## config.mk

```make
export PLATFORM = sky130hd
export DESIGN_NAME = greater_than
export DESIGN_NICKNAME = d
export VERILOG_FILES = /design/src/rtl/greater_than_pkg.sv /design/src/rtl/gt_tree_node.sv /design/src/rtl/greater_than.sv
export SDC_FILE = /design/constraint.sdc
export NUM_CORES = 1
export LEC_CHECK = 0
export BUFFER_PORTS_ARGS = -buffer_cell sky130_fd_sc_hd__buf_2
export CORE_AREA = 2 2 39 41
export CTS_CLUSTER_SIZE = 14
export DETAILED_ROUTE_END_ITERATION = 6
export DIE_AREA = 0 0 41 43
export PLACE_DENSITY = 0.49
export RECOVER_POWER = 50
export SLEW_MARGIN = 0
export SYNTH_ARGS = -nofsm -noshare
export SYNTH_HDL_FRONTEND = slang
export SYNTH_HIERARCHICAL = 1
export SYNTH_SLANG_ARGS = --single-unit
```

## constraint.sdc

```tcl
create_clock -name i_clk -period 1.3 [get_ports i_clk]
set_input_delay 0.13 -clock i_clk [delete_from_list [all_inputs] [get_ports i_clk]]
set_output_delay 0.13 -clock i_clk [all_outputs]
set_load 0.01 [all_outputs]
```

## src/rtl/greater_than_pkg.sv

```systemverilog
// Shared compare-cell type, merge function and tree sizing helpers for greater_than.
package greater_than_pkg;

    typedef struct packed {
        logic gt;
        logic eq;
    } cmp_t;

    // hi covers the more significant bits, so it decides unless it is equal.
    function automatic cmp_t cmp_merge(input cmp_t hi, input cmp_t lo);
        cmp_t r;
        r.gt = hi.gt | (hi.eq & lo.gt);
        r.eq = hi.eq & lo.eq;
        return r;
    endfunction

    // Node count on a given tree level; level 0 holds one leaf per bit.
    function automatic int unsigned level_nodes(input int unsigned width,
                                                input int unsigned level);
        int unsigned n;
        n = width;
        for (int unsigned k = 0; k < level; k++) begin
            n = (n + 1) / 2;
        end
        return n;
    endfunction

    // Index of the first node of a level in the flattened node array.
    function automatic int unsigned level_offset(input int unsigned width,
                                                 input int unsigned level);
        int unsigned off;
        off = 0;
        for (int unsigned k = 0; k < level; k++) begin
            off += level_nodes(width, k);
        end
        return off;
    endfunction

endpackage

```

## src/rtl/gt_tree_node.sv

```systemverilog
// One inner node of the comparator tree: merges a high and a low (gt,eq) pair.
module gt_tree_node
    import greater_than_pkg::*;
(
    input  cmp_t hi_i,
    input  cmp_t lo_i,
    output cmp_t merged_o
);

    assign merged_o = cmp_merge(hi_i, lo_i);

endmodule

```

## src/rtl/greater_than.sv

```systemverilog
// Magnitude comparator: combinational o_ab plus registered gt/eq/lt with valid.
// Optional GREATER_THAN_SIGNED_EN adds i_signed for two's-complement compares.
module greater_than
    import greater_than_pkg::*;
#(
    parameter int unsigned WIDTH = 4
) (
    input  logic             i_clk,
    input  logic             i_rst,
    input  logic             i_valid,
    input  logic [WIDTH-1:0] i_a,
    input  logic [WIDTH-1:0] i_b,
`ifdef GREATER_THAN_SIGNED_EN
    input  logic             i_signed,
`endif
    output logic             o_ab,
    output logic             o_valid,
    output logic             o_gt,
    output logic             o_eq,
    output logic             o_lt
);

    localparam int unsigned LEVELS = $clog2(WIDTH);
    localparam int unsigned NODES  = level_offset(WIDTH, LEVELS) + 1;

    logic signed_mode;
`ifdef GREATER_THAN_SIGNED_EN
    assign signed_mode = i_signed;
`else
    assign signed_mode = 1'b0;
`endif

    // Flattened tree: level 0 leaves first, root is the last element.
    cmp_t tree [NODES];

    for (genvar i = 0; i < int'(WIDTH); i++) begin : g_leaf
        logic leaf_gt;
        if (i == int'(WIDTH) - 1) begin : g_msb
            // A set sign bit means the smaller operand in two's complement.
            assign leaf_gt = signed_mode ? (~i_a[i] & i_b[i]) : (i_a[i] & ~i_b[i]);
        end else begin : g_low
            assign leaf_gt = i_a[i] & ~i_b[i];
        end
        assign tree[i] = {leaf_gt, ~(i_a[i] ^ i_b[i])};
    end

    for (genvar l = 1; l <= int'(LEVELS); l++) begin : g_level
        localparam int SRC   = int'(level_offset(WIDTH, l - 1));
        localparam int DST   = int'(level_offset(WIDTH, l));
        localparam int N_SRC = int'(level_nodes(WIDTH, l - 1));

        for (genvar j = 0; j < N_SRC / 2; j++) begin : g_pair
            gt_tree_node u_node (
                .hi_i     (tree[SRC + 2*j + 1]),
                .lo_i     (tree[SRC + 2*j]),
                .merged_o (tree[DST + j])
            );
        end

        if (N_SRC % 2 == 1) begin : g_pass
            assign tree[DST + N_SRC/2] = tree[SRC + N_SRC - 1];
        end
    end

    cmp_t root;
    logic root_lt;

    assign root    = tree[NODES-1];
    assign root_lt = ~root.gt & ~root.eq;
    assign o_ab    = root.gt;

    logic valid_q, gt_q, eq_q, lt_q;

    always_ff @(posedge i_clk or posedge i_rst) begin
        if (i_rst) begin
            valid_q <= 1'b0;
            gt_q    <= 1'b0;
            eq_q    <= 1'b0;
            lt_q    <= 1'b0;
        end else begin
            valid_q <= i_valid;
            if (i_valid) begin
                gt_q <= root.gt;
                eq_q <= root.eq;
                lt_q <= root_lt;
            end
        end
    end

    assign o_valid = valid_q;
    assign o_gt    = gt_q;
    assign o_eq    = eq_q;
    assign o_lt    = lt_q;

endmodule

```

==> impl_metrics.yaml, run 1 <==
drt:
  vias: 214
  viasPerCell: 3.69
  drcViolationCount: 0
  dr.pass1.iters: 4
  drtIter0Drc: 3
  ant_nets: 0
  drt_wl_total_microns: 491
  wl_per_cell_microns: 8.47
cts:
  numCtsBuffers: 3
  root_buffer: "clkbuf_4"
  cts.sinks: 4
  ctsHtreeMaxLevel: 1
  cts_tree: "done"
  worst_skew_pair.late_latency_ns: 0.23
  clockBufferDepth: 2
  clkTransAtPathRegs_ns: 0.03
layout:
  nets: 59
  final_common_cell: "buf_2"
  diodes: 0
  layout_common_cells: "13 x buf_2, 5 x inv_1, 4 x ha_1, 4 x dfrtp_1"
  area_growth_pct: 49.8
  drive_above_1_share_pct: 52.4
setup_path:
  crit_arrival_ns: 1.03
  reg2reg_depth: 1
  worstSetupEndpointType: "output pin"
  cp_max_fo: 3
  r2r_start: "o_eq$_DFFE_PP0P_"
  crit_path_start_kind: "input pin"
  r2r_slack_ns: 0.56
  critical_path.endpoint: "o_ab"
  worstPathRequired_ns: 1.17
  rr_endpoint: "o_eq$_DFFE_PP0P_"
  critPathLaunch: "i_a[3]"
  critical_path_class: "input pin to output pin"
pwr:
  power.share.clock_pct: 39.5
  p_int_mw: 0.294
  switchingPower_mw: 0.0995
  peakVddDrop_uv: 479
  p_sw_share_pct: 25.3
  pwr-share-seq_pct: 37.0
  power_frac_comb_pct: 23.6
  powerDensity_nw_per_um2: 1050
  cellLeakagePower_nw: 0.230
timing:
  clock_skew_ns: 0
  grt_setup_unrepaired: "false"
  finalSetupViolCount: 0
  clock.fmax_ghz: 0.864
  hold_viol: 0
  slew_headroom_pct: 87.0
  finalCritPeriodShare_pct: 89.0
  fin_ws_ns: 0.143
  tns_ns: 0
  fin_crit_ns: 1.16
  worstMarginPinSlew_ns: 0.195
  hold_ws_ns: 0.0911
  slew_violations: 0
die:
  rows: 14
  die_w_microns: 41
  start_util_pct: 18.2
  die_h_microns: 43
  fp.dieArea_sq_um: 1760
  core-area_sq_um: 1380
  ios: 16
outcome:
  outcome: "complete, no violations"
placed_design:
  place_hpwl_microns: 409
  place_ws_ns: 0.0299
  io_buffers: 15
  gp_congestion: 0.602
min_path:
  hold_path.class: "input pin to register"
logic_synthesis:
  avgSynthCellArea_sq_um: 10.9
  synth_fp_nets: 38
  ys.warnings.count: 6
  ys_types: 7
  ys_seq_elements: 4
  seq_area_frac_synth_pct: 39.8
  synthCells: 23
  syn_area_sq_um: 251
grt:
  grtUsageTotal_pct: 6.96
  antenna_found_initial: 0
  grt_overflow: 0
  grt_pass1_vias: 207
  grt_pass1_wl_microns: 765
  grt_max_degree: 5
job:
  maxCapViolCount: 0
[registers in the layout (all words and copies together), names as in the netlist]
| name | cells |
|---|---|
| o_eq | 1 |
| o_gt | 1 |
| o_lt | 1 |
| o_valid | 1 |
[metal layers]
layer	part of all wire, %	track usage [%]	up-vias	wire length (microns)
li1	-	-	112	-
met1	47	8.17	80	232
met2	31	7.81	20	154
met3	18	3.66	2	89
met4	2.9	8.00	0	14
met5	0	0	-	0
[cells by family (layout without fill, tap and decap cells)]
logic type / after synthesis / after routing / synth area share (%)
multiplexers: 3 / 3 / 13.4
buffers and inverters: 5 / 24 / 7.46
adder cells (fa/ha/maj): 4 / 4 / 19.9
flip-flops: 4 / 4 / 39.8
AO/OA/AOI/OAI: 3 / 3 / 8.95
AND/OR/NAND/NOR: 4 / 4 / 10.4
[final cells by class]
type | instances | area, sq um
well taps | 16 | 20.0
repair buffers | 16 | 82.6
flip-flops and latches | 4 | 100
fillers | 146 | 1010
multi-input cells | 14 | 133
clock buffers | 3 | 22.5
inverters | 5 | 18.8
[cell usage after synthesis (all sizes together)]
cell type / instances / area, sq um
ha: 4 / 50.1
and2: 3 / 22.5
a21o: 3 / 22.5
inv: 5 / 18.8
dfrtp: 4 / 100
mux2: 3 / 33.8
nor2: 1 / 3.75
[worst max-delay path, stage by stage]
cell,delay (ns)
buf_2,0.10
ha_1,0.29
and2_2,0.18
a21o_1,0.19
buf_2,0.14
[timing repair]
item                      CTS  global route
resized for setup           0             0
hold buffers                1             0
setup buffers               0             0
hold endpoints to repair    4             0
[worst min path at each step]
stage,from,to,slack (ns),cells past startpoint
floorplan,i_rst,o_eq$_DFFE_PP0P_,-0.10,1
global placement,i_rst,o_valid$_DFF_PP0_,0.02,2
detailed placement,i_rst,o_eq$_DFFE_PP0P_,0.02,2
CTS,i_valid,o_valid$_DFF_PP0_,0.05,1
global route,i_valid,o_valid$_DFF_PP0_,0.09,1
finish,i_valid,o_valid$_DFF_PP0_,0.09,1
[metrics by stage]
stage | utilization [%] | std cells | power [mW] | instance area, sq um
3_5_place_dp | 25.0 | 54 | 0.239 | 347
6_report | 27.2 | 58 | 0.394 | 377
4_1_cts | 27.4 | 58 | 0.406 | 379
5_1_grt | 27.2 | 58 | 0.427 | 377
3_3_place_gp | 25.0 | 54 | 0.240 | 347
2_1_floorplan | - | 23 | 0.198 | 251
[power groups by stage]
stage / logic, mW / clock network (mW) / registers (mW)
6_report: 0.0928 / 0.155 / 0.146
5_1_grt: 0.105 / 0.174 / 0.147
4_1_cts: 0.0952 / 0.165 / 0.146
3_5_place_dp: 0.0923 / 0 / 0.147
3_3_place_gp: 0.0925 / 0 / 0.147
2_1_floorplan: 0.0443 / 0 / 0.154
Power figures use the tool's default switching activity.
==> run 2, diff against run 1 <==
--- a/config.mk
+++ b/config.mk
@@ -10,7 +10,7 @@
 export CTS_CLUSTER_SIZE = 14
 export DETAILED_ROUTE_END_ITERATION = 6
 export DIE_AREA = 0 0 41 43
-export PLACE_DENSITY = 0.49
+export PLACE_DENSITY = 0.45
 export RECOVER_POWER = 50
 export SLEW_MARGIN = 0
 export SYNTH_ARGS = -nofsm -noshare
==> impl_metrics.yaml, run 2 (synthesis gave the netlist of run 1 again) <==
timing:
  fin_crit_ns: 1.16
  slew_headroom_pct: 85.9
  clock_skew_ns: 0
  hold_ws_ns: 0.101
  clock.fmax_ghz: 0.859
  tns_ns: 0
  finalSetupViolCount: 0
  worstMarginPinSlew_ns: 0.212
  grt_setup_unrepaired: "false"
  slew_violations: 0
  hold_viol: 0
  finalCritPeriodShare_pct: 89.5
cts:
  cts.sinks: 4
  ctsHtreeMaxLevel: 1
  cts_hold_buffers: 1
  postCtsResizedCells: 0
  cts_setup_buffers: 0
  worst_skew_pair.late_latency_ns: 0.23
  numCtsBuffers: 3
  clkTransAtPathRegs_ns: 0.04
  clockBufferDepth: 2
  root_buffer: "clkbuf_4"
  cts_tree: "done"
setup_path:
  cp_max_fo: 3
  reg2reg_depth: 1
  rr_endpoint: "o_eq$_DFFE_PP0P_"
  r2r_slack_ns: 0.55
  worstSetupEndpointType: "output pin"
  crit_arrival_ns: 1.03
  worstPathRequired_ns: 1.17
  crit_path_start_kind: "input pin"
  r2r_start: "o_eq$_DFFE_PP0P_"
  critical_path_class: "input pin to output pin"
die:
  rows: 14
  die_w_microns: 41
  core-area_sq_um: 1380
  start_util_pct: 18.2
  ios: 16
  die_h_microns: 43
  fp.dieArea_sq_um: 1760
pwr:
  cellLeakagePower_nw: 0.230
  p_total_mw: 0.390
  peakVddDrop_uv: 353
  powerDensity_nw_per_um2: 1040
drt:
  drt_wl_total_microns: 520
  wl_per_cell_microns: 8.97
  drcViolationCount: 0
  drtIter0Drc: 0
  vias: 211
  dr.pass1.iters: 1
  viasPerCell: 3.64
  ant_nets: 0
layout:
  nets: 59
  diodes: 0
  area_growth_pct: 49.8
  final_common_cell: "buf_2"
  layout_common_cells: "13 x buf_2, 5 x inv_1, 4 x ha_1, 4 x dfrtp_1"
  drive_above_1_share_pct: 52.4
  utilization_pct: 27.2
placed_design:
  io_buffers: 15
  gp_congestion: 0.616
min_path:
  whs_endpoint: "o_valid$_DFF_PP0_"
  min_from: "i_valid"
  hold_depth: 1
  hold_path.class: "input pin to register"
grt:
  grt_pass1_wl_microns: 759
  grt_overflow: 0
  grt_pass1_vias: 197
  grt_max_degree: 5
  grtUsageTotal_pct: 6.75
  antenna_found_initial: 0
job:
  maxCapViolCount: 0
outcome:
  outcome: "complete, no violations"
## run 2: cell counts in the layout (fill, tap and decap cells not counted)
No cell type changed its count.
## run 2: metrics by stage
stage / instances / cell area (sq um) / setup slack, ns
floorplan: 23 / 251 / 0.109
global placement: 54 / 347 / 0.0341
detailed placement: 54 / 347 / 0.00873
CTS: 58 / 379 / 0.126
global route: 58 / 377 / 0.0886
finish: 58 / 377 / 0.136
## run 2: cell type report
class	instances	area, sq um
Clock buffer	3	22.5
Fill cell	150	1010
Inverter	5	18.8
Multi-Input combinational cell	14	133
Sequential cell	4	100
Tap cell	16	20.0
Timing Repair Buffer	16	82.6
## run 2: worst max-delay path by stage
stage / start / to / slack, ns / cells past startpoint
floorplan: i_b[3] / o_gt$_DFFE_PP0P_ / 0.11 / 5
global placement: i_a[3] / o_gt$_DFFE_PP0P_ / 0.03 / 5
detailed placement: i_a[3] / o_gt$_DFFE_PP0P_ / 0.009 / 5
CTS: i_a[3] / o_ab / 0.13 / 5
global route: i_b[3] / o_ab / 0.09 / 6
finish: i_a[3] / o_ab / 0.14 / 5
## run 2: power breakdown
| part | internal, mW | switching [mW] | leakage [nW] |
|---|---|---|---|
| sequential | 0.139 | 0.00610 | 0.0489 |
| combinational | 0.0516 | 0.0417 | 0.167 |
| clock | 0.103 | 0.0483 | 0.0138 |
| total | 0.294 | 0.0961 | 0.230 |
## run 2: critical path, stage by stage
cell and delay, ns:
buf_2 0.10, ha_1 0.29, and2_2 0.18, a21o_1 0.20, buf_2 0.14
## run 2: per-layer routing
layer | track usage [%] | vias up | part of all wire, %
met5 | 0 | - | 0
met2 | 8.75 | 16 | 39
li1 | - | 112 | -
met3 | 1.57 | 0 | 14
met4 | 8.00 | 0 | 0
met1 | 7.79 | 83 | 47
